==> src/rtl/rgen_csr_pkg.sv <==
// Shared types and address helpers for the APB CSR bank and its access controller.
package rgen_csr_pkg;

   typedef enum logic {
      ST_IDLE   = 1'b0,
      ST_ACCESS = 1'b1
   } apb_state_e;

   typedef enum logic {
      ACC_RW  = 1'b0,
      ACC_W1C = 1'b1
   } rgen_access_type_e;

   // Wide enough for the largest supported wait-state count (7).
   localparam int WAIT_CNT_WIDTH = 3;

   function automatic int addr_lsb(input int data_width);
      return $clog2(data_width / 8);
   endfunction

   function automatic int index_width(input int local_aw, input int data_width);
      return local_aw - addr_lsb(data_width);
   endfunction

endpackage

==> src/rtl/rgen_apb_access_ctrl.sv <==
// APB slave handshake: IDLE/ACCESS state machine, wait-state counter and word-index decode.
module rgen_apb_access_ctrl
   import rgen_csr_pkg::*;
#(
   parameter int DATA_WIDTH          = 32,
   parameter int HOST_ADDRESS_WIDTH  = 16,
   parameter int LOCAL_ADDRESS_WIDTH = 8,
   parameter int WAIT_STATES         = 0,
   parameter int INDEX_WIDTH         = index_width(LOCAL_ADDRESS_WIDTH, DATA_WIDTH)
) (
   input  logic                          clk,
   input  logic                          rst,
   input  logic [HOST_ADDRESS_WIDTH-1:0] paddr,
   input  logic                          psel,
   input  logic                          penable,
   input  logic                          pwrite,
   output logic                          pready,
   output logic                          access_valid,
   output logic                          access_write,
   output logic [INDEX_WIDTH-1:0]        word_index
);

   localparam int                        LSB       = addr_lsb(DATA_WIDTH);
   localparam logic [WAIT_CNT_WIDTH-1:0] WAIT_LAST = WAIT_CNT_WIDTH'(WAIT_STATES);

   apb_state_e                state, state_next;
   logic [WAIT_CNT_WIDTH-1:0] wait_cnt, wait_cnt_next;
   logic                      ready_raw;
   logic                      unused_addr;

   // NOTE: sequential state uses non-blocking assignments so every register
   // samples the pre-edge values regardless of statement order.
   always_ff @(posedge clk) begin
      if (rst) begin
         state    <= ST_IDLE;
         wait_cnt <= '0;
      end else begin
         state    <= state_next;
         wait_cnt <= wait_cnt_next;
      end
   end

   // NOTE: every output of this block is defaulted first, so no path through
   // the case statement can leave a value held and infer a latch.
   always_comb begin
      state_next    = state;
      wait_cnt_next = wait_cnt;
      ready_raw     = 1'b0;
      case (state)
         ST_IDLE: begin
            wait_cnt_next = '0;
            if (psel && !penable) state_next = ST_ACCESS;
         end
         ST_ACCESS: begin
            if (!psel) begin
               state_next    = ST_IDLE;
               wait_cnt_next = '0;
            end else if (penable) begin
               if (wait_cnt == WAIT_LAST) begin
                  ready_raw     = 1'b1;
                  state_next    = ST_IDLE;
                  wait_cnt_next = '0;
               end else begin
                  wait_cnt_next = wait_cnt + 1'b1;
               end
            end
         end
         default: begin
            state_next    = ST_IDLE;
            wait_cnt_next = '0;
         end
      endcase
   end

   // Reset overrides an in-flight completion so no write can commit under reset.
   assign pready       = ready_raw & ~rst;
   assign access_valid = pready;
   assign access_write = pwrite;
   assign word_index   = paddr[LOCAL_ADDRESS_WIDTH-1:LSB];

   // Byte-offset and upper host bits are deliberately ignored.
   assign unused_addr = ^paddr;

endmodule

==> src/rtl/rgen_apb_csr_bank.sv <==
// APB CSR bank: NUM_RW read/write registers plus W1C IRQ_STATUS and IRQ_ENABLE.
// Optional build macro RGEN_APB_CSR_SLVERR_EN enables PSLVERR on unmapped or empty-strobe accesses.
module rgen_apb_csr_bank
   import rgen_csr_pkg::*;
#(
   parameter int                            DATA_WIDTH          = 32,
   parameter int                            HOST_ADDRESS_WIDTH  = 16,
   parameter int                            LOCAL_ADDRESS_WIDTH = 8,
   parameter int                            NUM_RW              = 4,
   parameter logic [NUM_RW*DATA_WIDTH-1:0]  INITIAL_VALUE       = '0,
   parameter int                            WAIT_STATES         = 0
) (
   input  logic                           clk,
   input  logic                           rst,
   input  logic [HOST_ADDRESS_WIDTH-1:0]  i_paddr,
   input  logic [2:0]                     i_pprot,
   input  logic                           i_psel,
   input  logic                           i_penable,
   input  logic                           i_pwrite,
   input  logic [DATA_WIDTH-1:0]          i_pwdata,
   input  logic [DATA_WIDTH/8-1:0]        i_pstrb,
   output logic                           o_pready,
   output logic [DATA_WIDTH-1:0]          o_prdata,
   output logic                           o_pslverr,
   output logic [NUM_RW*DATA_WIDTH-1:0]   o_rw_value,
   input  logic [DATA_WIDTH-1:0]          i_irq_set,
   output logic                           o_irq
);

   localparam int               STRB_W     = DATA_WIDTH / 8;
   localparam int               IDX_W      = index_width(LOCAL_ADDRESS_WIDTH, DATA_WIDTH);
   localparam logic [IDX_W-1:0] IDX_STATUS = IDX_W'(NUM_RW);
   localparam logic [IDX_W-1:0] IDX_ENABLE = IDX_W'(NUM_RW + 1);

   logic                    pready;
   logic                    access_valid;
   logic                    access_write;
   logic [IDX_W-1:0]        word_index;
   logic [DATA_WIDTH-1:0]   byte_mask;
   logic [DATA_WIDTH-1:0]   wr_masked;
   logic [DATA_WIDTH-1:0]   status_clear;
   logic [DATA_WIDTH-1:0]   rd_value;
   logic                    mapped;
   logic                    wr_commit;
   rgen_access_type_e       acc_type;
   logic                    unused_pprot;

   logic [DATA_WIDTH-1:0]   rw_q [NUM_RW];
   logic [DATA_WIDTH-1:0]   irq_status_q;
   logic [DATA_WIDTH-1:0]   irq_enable_q;

   rgen_apb_access_ctrl #(
      .DATA_WIDTH          (DATA_WIDTH),
      .HOST_ADDRESS_WIDTH  (HOST_ADDRESS_WIDTH),
      .LOCAL_ADDRESS_WIDTH (LOCAL_ADDRESS_WIDTH),
      .WAIT_STATES         (WAIT_STATES),
      .INDEX_WIDTH         (IDX_W)
   ) u_access_ctrl (
      .clk          (clk),
      .rst          (rst),
      .paddr        (i_paddr),
      .psel         (i_psel),
      .penable      (i_penable),
      .pwrite       (i_pwrite),
      .pready       (pready),
      .access_valid (access_valid),
      .access_write (access_write),
      .word_index   (word_index)
   );

   always_comb begin
      byte_mask = '0;
      for (int b = 0; b < STRB_W; b++) begin
         byte_mask[b*8 +: 8] = {8{i_pstrb[b]}};
      end
   end

   assign wr_masked    = i_pwdata & byte_mask;
   assign wr_commit    = access_valid & access_write;
   assign acc_type     = (word_index == IDX_STATUS) ? ACC_W1C : ACC_RW;
   assign status_clear = (wr_commit && acc_type == ACC_W1C) ? wr_masked : '0;

   // NOTE: the register array is reset explicitly because each entry has its
   // own INITIAL_VALUE; this forces flops rather than a RAM macro, which is intended.
   always_ff @(posedge clk) begin
      if (rst) begin
         for (int i = 0; i < NUM_RW; i++) begin
            rw_q[i] <= INITIAL_VALUE[i*DATA_WIDTH +: DATA_WIDTH];
         end
         irq_enable_q <= '0;
         irq_status_q <= '0;
      end else begin
         for (int i = 0; i < NUM_RW; i++) begin
            if (wr_commit && acc_type == ACC_RW && word_index == IDX_W'(i)) begin
               rw_q[i] <= (rw_q[i] & ~byte_mask) | wr_masked;
            end
         end
         if (wr_commit && word_index == IDX_ENABLE) begin
            irq_enable_q <= (irq_enable_q & ~byte_mask) | wr_masked;
         end
         // Event pulses are OR-ed in after the clear, so a same-cycle set wins.
         irq_status_q <= (irq_status_q & ~status_clear) | i_irq_set;
      end
   end

   always_comb begin
      rd_value = '0;
      mapped   = 1'b0;
      for (int i = 0; i < NUM_RW; i++) begin
         if (word_index == IDX_W'(i)) begin
            rd_value = rw_q[i];
            mapped   = 1'b1;
         end
      end
      if (word_index == IDX_STATUS) begin
         rd_value = irq_status_q;
         mapped   = 1'b1;
      end
      if (word_index == IDX_ENABLE) begin
         rd_value = irq_enable_q;
         mapped   = 1'b1;
      end
   end

   always_comb begin
      o_rw_value = '0;
      for (int i = 0; i < NUM_RW; i++) begin
         o_rw_value[i*DATA_WIDTH +: DATA_WIDTH] = rw_q[i];
      end
   end

   assign o_pready = pready;
   assign o_prdata = (access_valid && !access_write) ? rd_value : '0;
   assign o_irq    = ~rst & (|(irq_status_q & irq_enable_q));

`ifdef RGEN_APB_CSR_SLVERR_EN
   assign o_pslverr = access_valid & (~mapped | (access_write & (i_pstrb == '0)));
`else
   logic unused_mapped;
   assign o_pslverr     = 1'b0;
   assign unused_mapped = mapped;
`endif

   assign unused_pprot = ^i_pprot;

endmodule

==> config.mk <==
export PLATFORM = sky130hd
export DESIGN_NAME = rgen_apb_csr_bank
export DESIGN_NICKNAME = d
export VERILOG_FILES = /design/src/rtl/rgen_csr_pkg.sv /design/src/rtl/rgen_apb_access_ctrl.sv /design/src/rtl/rgen_apb_csr_bank.sv
export SDC_FILE = /design/constraint.sdc
export NUM_CORES = 1
export LEC_CHECK = 0
export CAP_MARGIN = 5
export CORE_MARGIN = 3
export CORE_UTILIZATION = 35
export CTS_BUF_LIST = sky130_fd_sc_hd__clkbuf_8 sky130_fd_sc_hd__clkbuf_16
export DETAILED_ROUTE_END_ITERATION = 8
export PLACE_DENSITY = 0.57
export REMOVE_ABC_BUFFERS = 1
export SLEW_MARGIN = 25
export SYNTH_ARGS = -nofsm -noshare
export SYNTH_HDL_FRONTEND = slang
export SYNTH_SLANG_ARGS = --single-unit
==> constraint.sdc <==
create_clock -name clk -period 3.2 [get_ports clk]
set_clock_uncertainty 0.2 [all_clocks]
set_input_delay 0.48 -clock clk [delete_from_list [all_inputs] [get_ports clk]]
set_output_delay 0.48 -clock clk [all_outputs]
set_load 0.05 [all_outputs]
==> results of run 1 <==
==> cells by family after synthesis <==
kind of cell / Yosys count / synth area share
AO/OA/AOI/OAI: 243 / 0.152
adder cells (fa/ha/maj): 2 / 0.00247
buffers and inverters: 109 / 0.0423
flip-flops: 196 / 0.513
multiplexers: 66 / 0.105
other: 1 / 0.000370
AND/OR/NAND/NOR: 364 / 0.186
==> worst max-delay path, stage by stage <==
cell and delay [ns]:
sky130_fd_sc_hd__clkdlybuf4s50_1 0.48, sky130_fd_sc_hd__nand3b_1 0.11, sky130_fd_sc_hd__or4_4 0.55, sky130_fd_sc_hd__bufbuf_16 0.34
sky130_fd_sc_hd__a221oi_1 0.25, sky130_fd_sc_hd__buf_4 0.26
==> power breakdown <==
part | internal (mW) | switching (mW)
clock | 1.20 | 1.10
sequential | 2.77 | 0.0788
combinational | 0.352 | 0.541
total | 4.32 | 1.72
==> final timing paths <==
kind                                                 from                         to  slack (ns)  cells past startpoint
worst max-delay path                               i_psel               o_prdata[23]        0.04                      6
worst min-delay path            u_access_ctrl.wait_cnt[1]  u_access_ctrl.wait_cnt[1]        0.27                      2
worst max register to register  u_access_ctrl.wait_cnt[0]                 rw_q[3][1]        1.02                      6
worst min register to register  u_access_ctrl.wait_cnt[1]  u_access_ctrl.wait_cnt[1]        0.27                      2
==> metrics by stage <==
step	hold WS, ns	util	power [mW]	setup TNS, ns
after global placement	0.256	0.472	3.79	-0.275
after CTS	0.272	0.498	6.07	0
after floorplan	0.245	-	3.32	-366.12
after global routing	0.300	0.501	6.23	-0.0313
final	0.272	0.501	6.04	0
after detailed placement	0.262	0.472	3.79	-0.229
==> cell usage after synthesis <==
library cell,n
sky130_fd_sc_hd__buf_1,2
sky130_fd_sc_hd__conb_1,1
sky130_fd_sc_hd__nand2_1,134
sky130_fd_sc_hd__a21oi_1,131
sky130_fd_sc_hd__buf_2,7
sky130_fd_sc_hd__clkbuf_1,62
sky130_fd_sc_hd__nand4b_2,2
sky130_fd_sc_hd__nor2_1,67
sky130_fd_sc_hd__a22oi_1,16
sky130_fd_sc_hd__nor3_1,2
sky130_fd_sc_hd__nand2b_1,129
sky130_fd_sc_hd__nor3b_1,1
sky130_fd_sc_hd__and4_1,2
sky130_fd_sc_hd__dfxtp_1,68
sky130_fd_sc_hd__nor4_4,4
sky130_fd_sc_hd__ha_1,2
sky130_fd_sc_hd__nand4b_1,2
sky130_fd_sc_hd__inv_1,33
sky130_fd_sc_hd__mux4_2,32
sky130_fd_sc_hd__a32oi_1,1
sky130_fd_sc_hd__inv_2,2
sky130_fd_sc_hd__nor4bb_1,2
sky130_fd_sc_hd__nand3b_1,5
sky130_fd_sc_hd__edfxtp_1,128
sky130_fd_sc_hd__buf_4,3
sky130_fd_sc_hd__o41a_1,1
sky130_fd_sc_hd__mux2_1,1
sky130_fd_sc_hd__o211ai_1,31
sky130_fd_sc_hd__and4b_1,1
sky130_fd_sc_hd__nor2b_1,1
sky130_fd_sc_hd__or3_1,1
sky130_fd_sc_hd__nor4_2,1
sky130_fd_sc_hd__and3_1,1
sky130_fd_sc_hd__nand4_1,6
sky130_fd_sc_hd__or4_1,1
sky130_fd_sc_hd__nand3_1,2
sky130_fd_sc_hd__a221oi_1,31
sky130_fd_sc_hd__mux2i_1,33
sky130_fd_sc_hd__a211oi_1,32
==> per-layer routing <==
layer | GRT usage | share of wire | wire (um) | vias up
li1 | - | - | - | 4069
met1 | 0.340 | 0.44 | 16800 | 4422
met2 | 0.385 | 0.47 | 18000 | 385
met3 | 0.0415 | 0.071 | 2700 | 28
met4 | 0.0591 | 0.012 | 457 | 2
met5 | 0 | 0.00045 | 17 | -
==> final cells by class <==
type                            count  area, um2  area share
Timing Repair Buffer              297       2990       0.212
Multi-Input combinational cell    676       4680       0.332
Tap cell                          378        473      0.0335
Antenna cell                        2       5.00    0.000355
Sequential cell                   196       5200       0.369
Clock inverter                     15        191      0.0136
Inverter                           35        131     0.00931
Clock buffer                       17        425      0.0302
==> what timing repair did <==
item                       in CTS  in global routing
cloned                          1                  0
gates resized for setup        11                 16
setup endpoints to repair      32                 18
==> impl.org, run 1 <==
** Run status
- The flow ran to the end, and the final reports show no timing, DRC or antenna violations.

** Placed design
- Number of placed instances, taps included :: 1581
- The congestion estimate from routability-driven global placement came to 0.791.
- Cell Area, Placed :: 13300 um2
- Detailed placement ended at an HPWL of 25500 um.
- OpenSTA, run right after detailed placement, puts the worst setup slack at -0.0602 ns.
- Port buffering added 240 buffers.

** CTS
- Root Driver :: sky130_fd_sc_hd__clkbuf_16
- Clock latency of the later-clocked register in the worst-skew pair :: 0.43 ns
- CTS tree :: done
- CTS built an H-tree with a depth of 4.
- After clock tree synthesis, the flow added hold-fix buffers numbering 0.
- Clock tree synthesis found a total of 196 sinks.
- Clock-pin slew was measured on the worst setup and hold paths at 0.08 ns.
- Post-CTS Setup Inserts :: 0
- Clock tree synthesis inserted a total of 17 buffers.
- Max clock buf depth :: 2

** Route
- Summed over all layers, the routed wires come to 38000 um.
- Detailed routing inserted a total of 8906 vias.
- The detail route stage leaves a number of antenna-violating nets equal to 0.
- After detailed routing, the number of vias per cell comes to 5.51.
- In the final routed layout, each cell accounts on average for 23.5 um.
- Total iterations of the first detailed-routing run :: 5
- Initial drt markers :: 801
- DRC Markers :: 0

** Synthesis
- Synth top area share :: 0.379
- Synthesized flop and latch total :: 196
- Post-synthesis cell type count :: 39
- Mean post-synth cell area :: 10.3 um2
- In the synthesized netlist, the number of instances is 981.
- Sequential area share after synthesis :: 0.513
- Sorting the synthesized cells by area gives the leading types as sky130_fd_sc_hd__edfxtp_1, sky130_fd_sc_hd__dfxtp_1, sky130_fd_sc_hd__nand2b_1.
- Cell area after synthesis :: 10100 um2
- sky130_fd_sc_hd__edfxtp_1 takes more of the synthesized area than any other cell.
- The Yosys step of the flow raised 0 warnings.

** Critical path
- Data required time of the critical path :: 2.52 ns
- STA classifies the critical path startpoint as a primary input.
- Arrival @ worst endpoint :: 2.48 ns
- The worst setup path is captured at an output pin.
- The setup path with the least slack is of type in -> out.
- In this run the worst path has a maximum fanout of 16.

** Cells and area
- Leaving out fill and tap cells, the most frequent cells in the layout are sky130_fd_sc_hd__clkdlybuf4s50_1, sky130_fd_sc_hd__a21oi_1, sky130_fd_sc_hd__nand2_1, sky130_fd_sc_hd__nand2b_1, sky130_fd_sc_hd__edfxtp_1.
- At the end of the flow, the number of nets in the layout was 1317.
- After routing the design area is 14100 um2.
- The filler cells instantiated in the layout total 2613.
- Synthesis-to-layout area growth :: 39.0%
- Non-filler instance count after layout :: 1616
- Leading cell type in the layout, fill and taps excluded :: sky130_fd_sc_hd__clkdlybuf4s50_1
- In the final layout, the share of cells above drive strength 1 is 0.155.

** Global route
- Maximum number of pins on one net before global-route repair :: 38
- The first global-routing pass estimated 56100 um of wire.
- Summed over all layers, the global routing overflow is 0.
- In the global route stage, overall resource usage came out at 0.240.
- Vias in the first global route :: 8796
- Initial antenna violation count :: 3

** Die
- Top-Level Pins :: 255
- Row generation in the floorplan step produced 61 rows.
- Floorplan core area :: 28200 um2
- Die outline height :: 176 um
- For this configuration, the core starts out at a cell density of 0.360.
- The floorplan step defined a die boundary enclosing 31100 um2.
- The floorplan step set the die width to 176 um.

** Min path
- Tightest Hold Check Type :: reg -> reg

** Timing
- Final hold violations :: 0
- Of the available clock period, the critical path in the final layout requires 0.988.
- At the pin with the least slew margin, the transition time is 0.576 ns.
- Setup repair after global routing could not meet its margin everywhere.
- Timing would allow up to 316 MHz.
- Setup violations remaining at the end of the flow were counted as 0.
- Number of pins exceeding their max-slew limit in the final report :: 0
- Worst Setup Slack, final :: 0.0386 ns
- Headroom to the max-slew limit came out at 0.616.
- Counting I/O delays and the setup requirement, the final critical path takes 3.16 ns.

** Job
- Max capacitance violation total :: 0

** Power
- Power Dens Cells :: 428 nW/um2
- Across the VDD grid, the largest voltage drop is 331 uV.
- Leakage power of the design :: 4.77 nW
Power figures use the tool's default switching activity.
==> run 2: changes to the inputs <==
--- a/config.mk
+++ b/config.mk
@@ -9,10 +9,10 @@
 export CORE_MARGIN = 3
 export CORE_UTILIZATION = 35
 export CTS_BUF_LIST = sky130_fd_sc_hd__clkbuf_8 sky130_fd_sc_hd__clkbuf_16
+export CTS_CLUSTER_DIAMETER = 60
 export DETAILED_ROUTE_END_ITERATION = 8
-export PLACE_DENSITY = 0.57
+export PLACE_DENSITY = 0.68
 export REMOVE_ABC_BUFFERS = 1
-export SLEW_MARGIN = 25
 export SYNTH_ARGS = -nofsm -noshare
 export SYNTH_HDL_FRONTEND = slang
 export SYNTH_SLANG_ARGS = --single-unit
==> run 2 against run 1 <==
Wire length down 3.1%. Sequential power is essentially flat. Critical path type unchanged. Highest routed layer unchanged. Core utilization fell by 0.77 points. Critical path depth unchanged. Largest cell class unchanged. Power down 1.9%.
==> impl.org, run 2 (same netlist as run 1, synthesis figures left out) <==
** Critical path
- Crit Path Class :: in -> out
- STA classifies the critical path startpoint as a primary input.
- The data arrival time of the worst path came to 2.40 ns (-0.08 ns).
- The maximum single-stage delay on the critical path is 0.54 ns (about the same).
- The required time at the endpoint of the critical path came to 2.52 ns (about the same).
- The startpoint identified for the worst register-to-register timing path is u_access_ctrl.wait_cnt[0].
- Worst setup EP type :: output pin
- Cells along the critical path :: clkdlybuf4s50_1 -> nand3b_1 -> or4_4 -> buf_6 -> a221oi_1 -> buf_4
- Worst reg2reg setup slack :: 0.97 ns (-0.05 ns)
- Critical-path top delay cell :: sky130_fd_sc_hd__or4_4
- R2r endpoint :: rw_q[1][28]
- The logic depth of the worst register-to-register path was 6 (unchanged).
- Biggest fanout along the worst timing path :: 16 (unchanged)

** Timing
- Worst-margin pin slew :: 0.717 ns (+0.141 ns)
- Peak clock frequency supported by timing :: 324 MHz (+2.5%)
- Max-slew headroom :: 0.521 (-0.0955)
- Setup repair after global routing left no endpoint under its margin.
- Number of pins exceeding their max-slew limit in the final report :: 0 (unchanged)
- Final hold violations :: 0 (unchanged)
- Final clock period utilization by the worst path :: 0.964 (-0.0242)
- Final hold slack :: 0.278 ns (+0.00599 ns)
- Final setup violation count :: 0 (unchanged)
- Final Critical Period :: 3.08 ns (-0.0774 ns)
- Worst Setup Slack, final :: 0.116 ns (+0.0774 ns)

** Route
- Via count :: 8980 (+0.83%)
- Total iterations of the first detailed-routing run :: 5 (unchanged)
- Total wire length :: 36900 um (-3.1%)
- Final ANT Viol Nets :: 0 (unchanged)
- The number of DRC markers after the initial detailed-route iteration was 715 (-11%).
- The routed via count divided by cell count came to 5.58 (+1.3%).
- DRC Markers :: 0 (unchanged)
- The post-detailed-route wirelength per cell came to 22.9 um (-2.7%).

** CTS
- CTS tree :: done
- The number of CTS-inserted buffers is 17 (unchanged).
- Root Driver :: sky130_fd_sc_hd__clkbuf_16
- Clock latency of the later-clocked register in the worst-skew pair :: 0.41 ns (-0.02 ns)
- Sink count of the clock tree :: 196 (unchanged)
- Clock transition time at the flip-flop clock pins of the worst setup and hold paths :: 0.07 ns (about the same)
- The number of buffers between clock root and the deepest sink is 2 (unchanged).
- H-tree depth reported by CTS :: 4 (unchanged)
- CTS Hold Bufs :: 0 (unchanged)

** Cells and area
- Leaving out fill and tap cells, the most frequent cells in the layout are sky130_fd_sc_hd__clkdlybuf4s50_1, sky130_fd_sc_hd__a21oi_1, sky130_fd_sc_hd__nand2_1, sky130_fd_sc_hd__nand2b_1, sky130_fd_sc_hd__edfxtp_1.
- Number of filler cells placed in the layout :: 2569 (-1.7%)
- Synthesis-to-layout area growth :: 36.9%
- The library cell used most frequently in the layout, excluding fill and tap cells, is sky130_fd_sc_hd__clkdlybuf4s50_1.
- The final-stage net count came to 1310 (-0.53%).
- Fraction of layout cells with a size suffix above 1 :: 0.151 (-0.00319)
- Finished layout cell area :: 13900 um2 (-1.5%)
- Non-filler instance count after layout :: 1609 (-0.43%)

** Power
- Leakage power of the design :: 4.67 nW (-2.0%)
- The post-route total power is 5.93 mW (-1.9%).
- Power Dens Cells :: 427 nW/um2 (-0.37%)
- Highest ir drop seen on vdd :: 299 uV (-9.8%)

** Global route
- The largest net degree at the start of global routing is 38 (unchanged).
- Overall overflow remaining after global route :: 0 (unchanged)
- The total track usage was 0.231 (-0.00875).
- Wire length of the first global-routing pass :: 54800 um (-2.4%)
- The number of antenna violations at the first check in global routing was 5 (+2).
- Vias in the first global route :: 8849 (+0.60%)

** Job
- Max capacitance violation total :: 0 (unchanged)

** Placed design
- Number of placed instances, taps included :: 1575 (-0.38%)
- The post-detailed-placement cell area is 13200 um2 (-0.90%).
- The worst slack at placement came to -0.138 ns (-0.0773 ns).
- The routability congestion estimate from global placement was 0.858 (+8.5%).
- The half-perimeter wire length of the detailed placement result came to 25000 um (-2.0%).
- The number of buffers added on ports was 240 (unchanged).

** Die
- The core box area came to 28200 um2 (unchanged).
- Area enclosed by the die boundary :: 31100 um2 (unchanged)
- The die width came to 176 um (unchanged).
- FP Rows :: 61 (unchanged)
- The effective utilization at floorplan came to 0.360 (unchanged).
- The top-level port count came to 255 (unchanged).
- The y dimension of the die was 176 um (unchanged).

** Run status
- The flow ran to the end, and the final reports show no timing, DRC or antenna violations.

** Min path
- The min-delay analysis places its worst path in the category reg -> reg.
- Worst Hold Depth :: 2 (unchanged)
## run 2: cell count changes in the layout (fill, tap and decap cells not counted), moves of 3 or more
cell	before	now
sky130_fd_sc_hd__a221oi_2	11	15
sky130_fd_sc_hd__buf_6	6	1
sky130_fd_sc_hd__buf_4	68	73
sky130_fd_sc_hd__inv_6	4	1
sky130_fd_sc_hd__buf_12	17	11
## run 2: critical path: cells and delay by family
| kind | cells | cell delay [ns] |
|---|---|---|
| buffers and inverters | 3 | 0.98 |
| AND/OR/NAND/NOR | 2 | 0.66 |
| AO/OA/AOI/OAI | 1 | 0.27 |
## run 2: report_power, final
group          internal, mW  total [mW]  switching, mW
Combinational         0.340       0.869          0.529
Clock                  1.15        2.21           1.06
Sequential             2.77        2.85         0.0815
Total                  4.26        5.93           1.67
## run 2: area by class of cell
class | count | area [um2] | area share
well taps | 378 | 473 | 0.0341
multi-input cells | 676 | 4660 | 0.336
diodes | 2 | 5.00 | 0.000360
clock inverters | 13 | 140 | 0.0101
flip-flops and latches | 196 | 5200 | 0.375
clock buffers | 19 | 453 | 0.0326
repair buffers | 290 | 2820 | 0.203
inverters | 35 | 131 | 0.00946
## run 2: worst max-delay path by stage
stage	from	endpoint	slack (ns)	cells past startpoint
floorplan	i_paddr[6]	rw_q[2][0]	-1.73	3
global placement	i_penable	o_prdata[23]	-0.12	6
detailed placement	i_penable	o_prdata[12]	-0.14	6
CTS	u_access_ctrl.wait_cnt[0]	o_prdata[9]	0.04	8
global route	u_access_ctrl.wait_cnt[0]	o_prdata[9]	0.04	8
finish	i_psel	o_prdata[19]	0.12	6
## run 2: what timing repair did
item,4_1_cts,5_1_grt
hold endpoints to repair,0,0
resized for setup,11,9
setup buffers,0,0
endpoints found under the setup margin,31,25
cloned,0,0
## run 2: stage by stage
step	utilization	setup TNS, ns
after global placement	0.468	-1.16
after CTS	0.491	0
after detailed placement	0.468	-1.06
after floorplan	-	-366.12
after global routing	0.493	0
final	0.493	0
## run 2: per-layer routing
layer,track usage,vias to the layer above,wire [um]
met5,0,-,39
met4,0.0610,6,643
met3,0.0404,47,2730
met2,0.376,422,17600
met1,0.321,4460,15800
li1,-,4045,-
==> run 3: changes to the inputs <==
--- a/config.mk
+++ b/config.mk
@@ -7,11 +7,11 @@
 export LEC_CHECK = 0
 export CAP_MARGIN = 5
 export CORE_MARGIN = 3
-export CORE_UTILIZATION = 35
+export CORE_UTILIZATION = 50
 export CTS_BUF_LIST = sky130_fd_sc_hd__clkbuf_8 sky130_fd_sc_hd__clkbuf_16
 export CTS_CLUSTER_DIAMETER = 60
 export DETAILED_ROUTE_END_ITERATION = 8
-export PLACE_DENSITY = 0.68
+export PLACE_DENSITY = 0.89
 export REMOVE_ABC_BUFFERS = 1
 export SYNTH_ARGS = -nofsm -noshare
 export SYNTH_HDL_FRONTEND = slang
==> run 3 against run 2 <==
Flip-flop and latch count did not move. Sequential power is essentially flat. Via count increased by 2.9%. Clock power grew 7%. First-iteration DRC count up 51%. Wire length down 6.7%.
==> impl.org, run 3 (same netlist as run 1, synthesis figures left out) <==
** Run status
- Run status :: finished clean

** Global route
- Maximum number of pins on one net before global-route repair :: 41 (+7.9%)
- Global routing usage summed across all routing layers :: 0.310 (+0.0788)
- Vias in the first global route :: 9125 (+3.1%)
- Overall overflow remaining after global route :: 0 (unchanged)
- The number of antenna violations at the first check in global routing was 3 (-2).
- Wire length of the first global-routing pass :: 52500 um (-4.2%)

** Die
- The core box area is 19700 um2 (-30%).
- The die width was 148 um (-16%).
- Area enclosed by the die boundary :: 22000 um2 (-29%)
- FP Rows :: 51 (-16%)
- The effective utilization at floorplan is 0.515 (+0.154).
- Top-Level Pins :: 255 (unchanged)
- Die outline height :: 148 um (-16%)

** Timing
- Setup repair after global routing left no endpoint under its margin.
- The worst hold margin was 0.277 ns (-0.000580 ns).
- The part of the cycle the worst path needs is 0.962 (-0.00157).
- Final setup violation count :: 0 (unchanged)
- Peak clock frequency supported by timing :: 325 MHz (+0.16%)
- The clock period minus worst slack is 3.08 ns (-0.00501 ns).
- The final-report max-slew violation count was 0 (unchanged).
- The max-slew headroom at the worst pin is 0.536 (+0.0157).
- The final hold violation count is 0 (unchanged).
- The slew at the pin closest to its max-slew limit is 0.693 ns (-0.0235 ns).

** Critical path
- The required time at the endpoint of the critical path is 2.52 ns (about the same).
- The data arrival time of the worst path is 2.40 ns (about the same).
- Biggest fanout along the worst timing path :: 7 (-9)
- Critical path startpoint category :: primary input
- The worst setup path is of the in -> out kind.
- STA classifies the critical path endpoint as an output pin.

** Cells and area
- The area growth from synthesis to layout is 36.1%.
- The sequential cell area in the final layout is 5200 um2 (unchanged).
- The post-route cell area came to 13800 um2 (-0.57%).
- Non-filler instance count after layout :: 1495 (-7.1%)
- The fraction of final layout cells sized beyond drive strength 1 came to 0.148 (-0.00301).
- Leading cell type in the layout, fill and taps excluded :: sky130_fd_sc_hd__clkdlybuf4s50_1
- Final Core Density :: 0.700 (+0.207)
- The combined area of the multi-input logic cells was 4660 um2 (unchanged).
- The final-stage net count is 1308 (-0.15%).
- In the layout the commonest cells are sky130_fd_sc_hd__clkdlybuf4s50_1, sky130_fd_sc_hd__a21oi_1, sky130_fd_sc_hd__nand2_1, sky130_fd_sc_hd__nand2b_1, sky130_fd_sc_hd__edfxtp_1.
- Number of filler cells placed in the layout :: 1353 (-47%)

** Power
- Leakage power of the design :: 4.69 nW (+0.41%)
- Switching power :: 1.57 mW (-5.8%)
- The post-route total power was 6.09 mW (+2.7%).
- Power Dens Cells :: 441 nW/um2 (+3.3%)
- P_int :: 4.52 mW (+6.0%)
- Highest ir drop seen on vdd :: 381 uV (+27%)
- The relative contribution of the clock network to total power came to 0.388 (+0.016).
- The relative contribution of combinational cells to total power came to 0.143 (-0.004).
- Switching power as a share of total power :: 0.258 (-0.0232)
- The sequential share of power is 0.469 (-0.012).

** Route
- The post-detailed-route wirelength per cell is 23.0 um (+0.45%).
- The final routed wirelength across all metal layers is 34400 um (-6.7%).
- The remaining antenna violation count after routing is 0 (unchanged).
- Total iterations of the first detailed-routing run :: 6 (+1)
- The routed via count was 9243 (+2.9%).
- The routed via count divided by cell count is 6.18 (+11%).
- The DRC violation count after routing came to 0 (unchanged).
- Initial drt markers :: 1081 (+51%)

** CTS
- The number of buffers inserted by post-CTS setup repair is 0 (unchanged).
- The number of clock sinks came to 196 (unchanged).
- Clock latency of the later-clocked register in the worst-skew pair :: 0.44 ns (+0.03 ns)
- The number of CTS-inserted buffers was 17 (unchanged).
- Max clock buf depth :: 2 (unchanged)
- The quantity of gates resized following cts was 8 (-3).
- The total number of H-tree levels was 4 (unchanged).
- The total of hold buffers inserted after clock tree synthesis was 0 (unchanged).
- TritonCTS built the clock tree.
- Clock transition time at the flip-flop clock pins of the worst setup and hold paths :: 0.07 ns (about the same)
- The tree is rooted in a sky130_fd_sc_hd__clkbuf_16.

** Placed design
- Placed wire-length estimate :: 23300 um (-6.6%)
- Number of placed instances, taps included :: 1460 (-7.3%)
- The post-detailed-placement cell area is 13000 um2 (-1.2%).
- Number of I/O port buffers :: 240 (unchanged)
- The routability congestion estimate from global placement is 0.874 (+1.9%).

** Job
- Max capacitance violation total :: 0 (unchanged)

** Min path
- Tightest Hold Check Type :: reg -> reg
[run 3: per-layer routing]
metal,vias to the layer above,track usage,wire length [um]
met5,-,0,0
met4,0,0.125,1280
met3,112,0.0683,3890
met2,652,0.499,16600
met1,4432,0.411,12600
li1,4047,-,-
[run 3: power by group through the flow]
| stage | Sequential, mW | Combinational [mW] | Clock, mW |
|---|---|---|---|
| finish | 2.85 | 0.871 | 2.36 |
| global route | 2.86 | 0.910 | 2.46 |
| CTS | 2.85 | 0.862 | 2.37 |
| detailed placement | 2.91 | 0.856 | 0 |
| global placement | 2.90 | 0.844 | 0 |
| floorplan | 3.09 | 0.237 | 0 |
[run 3: metrics by stage]
| step | TNS [ns] | setup slack, ns |
|---|---|---|
| after floorplan | -366.12 | -1.73 |
| after global placement | 0 | 0.0266 |
| after detailed placement | 0 | 0.0171 |
| after CTS | 0 | 0.0136 |
| after global routing | 0 | 0.00492 |
| final | 0 | 0.121 |
[run 3: area by class of cell]
type | count | share of cell area
antenna | 3 | 0.000544
clock buffer | 18 | 0.0318
clock inverter | 14 | 0.0152
inverter | 35 | 0.00951
multi-input combinational | 676 | 0.337
sequential | 196 | 0.377
tap | 265 | 0.0240
timing repair buffer | 288 | 0.205
[run 3: critical path: stages]
cell	delay [ns]
sky130_fd_sc_hd__clkdlybuf4s50_1	0.53
sky130_fd_sc_hd__nand3b_1	0.11
sky130_fd_sc_hd__or4_4	0.51
sky130_fd_sc_hd__buf_4	0.19
sky130_fd_sc_hd__a221oi_1	0.30
sky130_fd_sc_hd__buf_4	0.27
[run 3: path summary, 6_finish.rpt]
kind                                                start           end  slack, ns  cells after the start
worst max register to register  u_access_ctrl.wait_cnt[0]   rw_q[1][23]       1.02                      6
worst max-delay path                               i_psel  o_prdata[27]       0.12                      6
worst min-delay path                             register      register       0.28                      2
worst min register to register                   register      register       0.28                      2
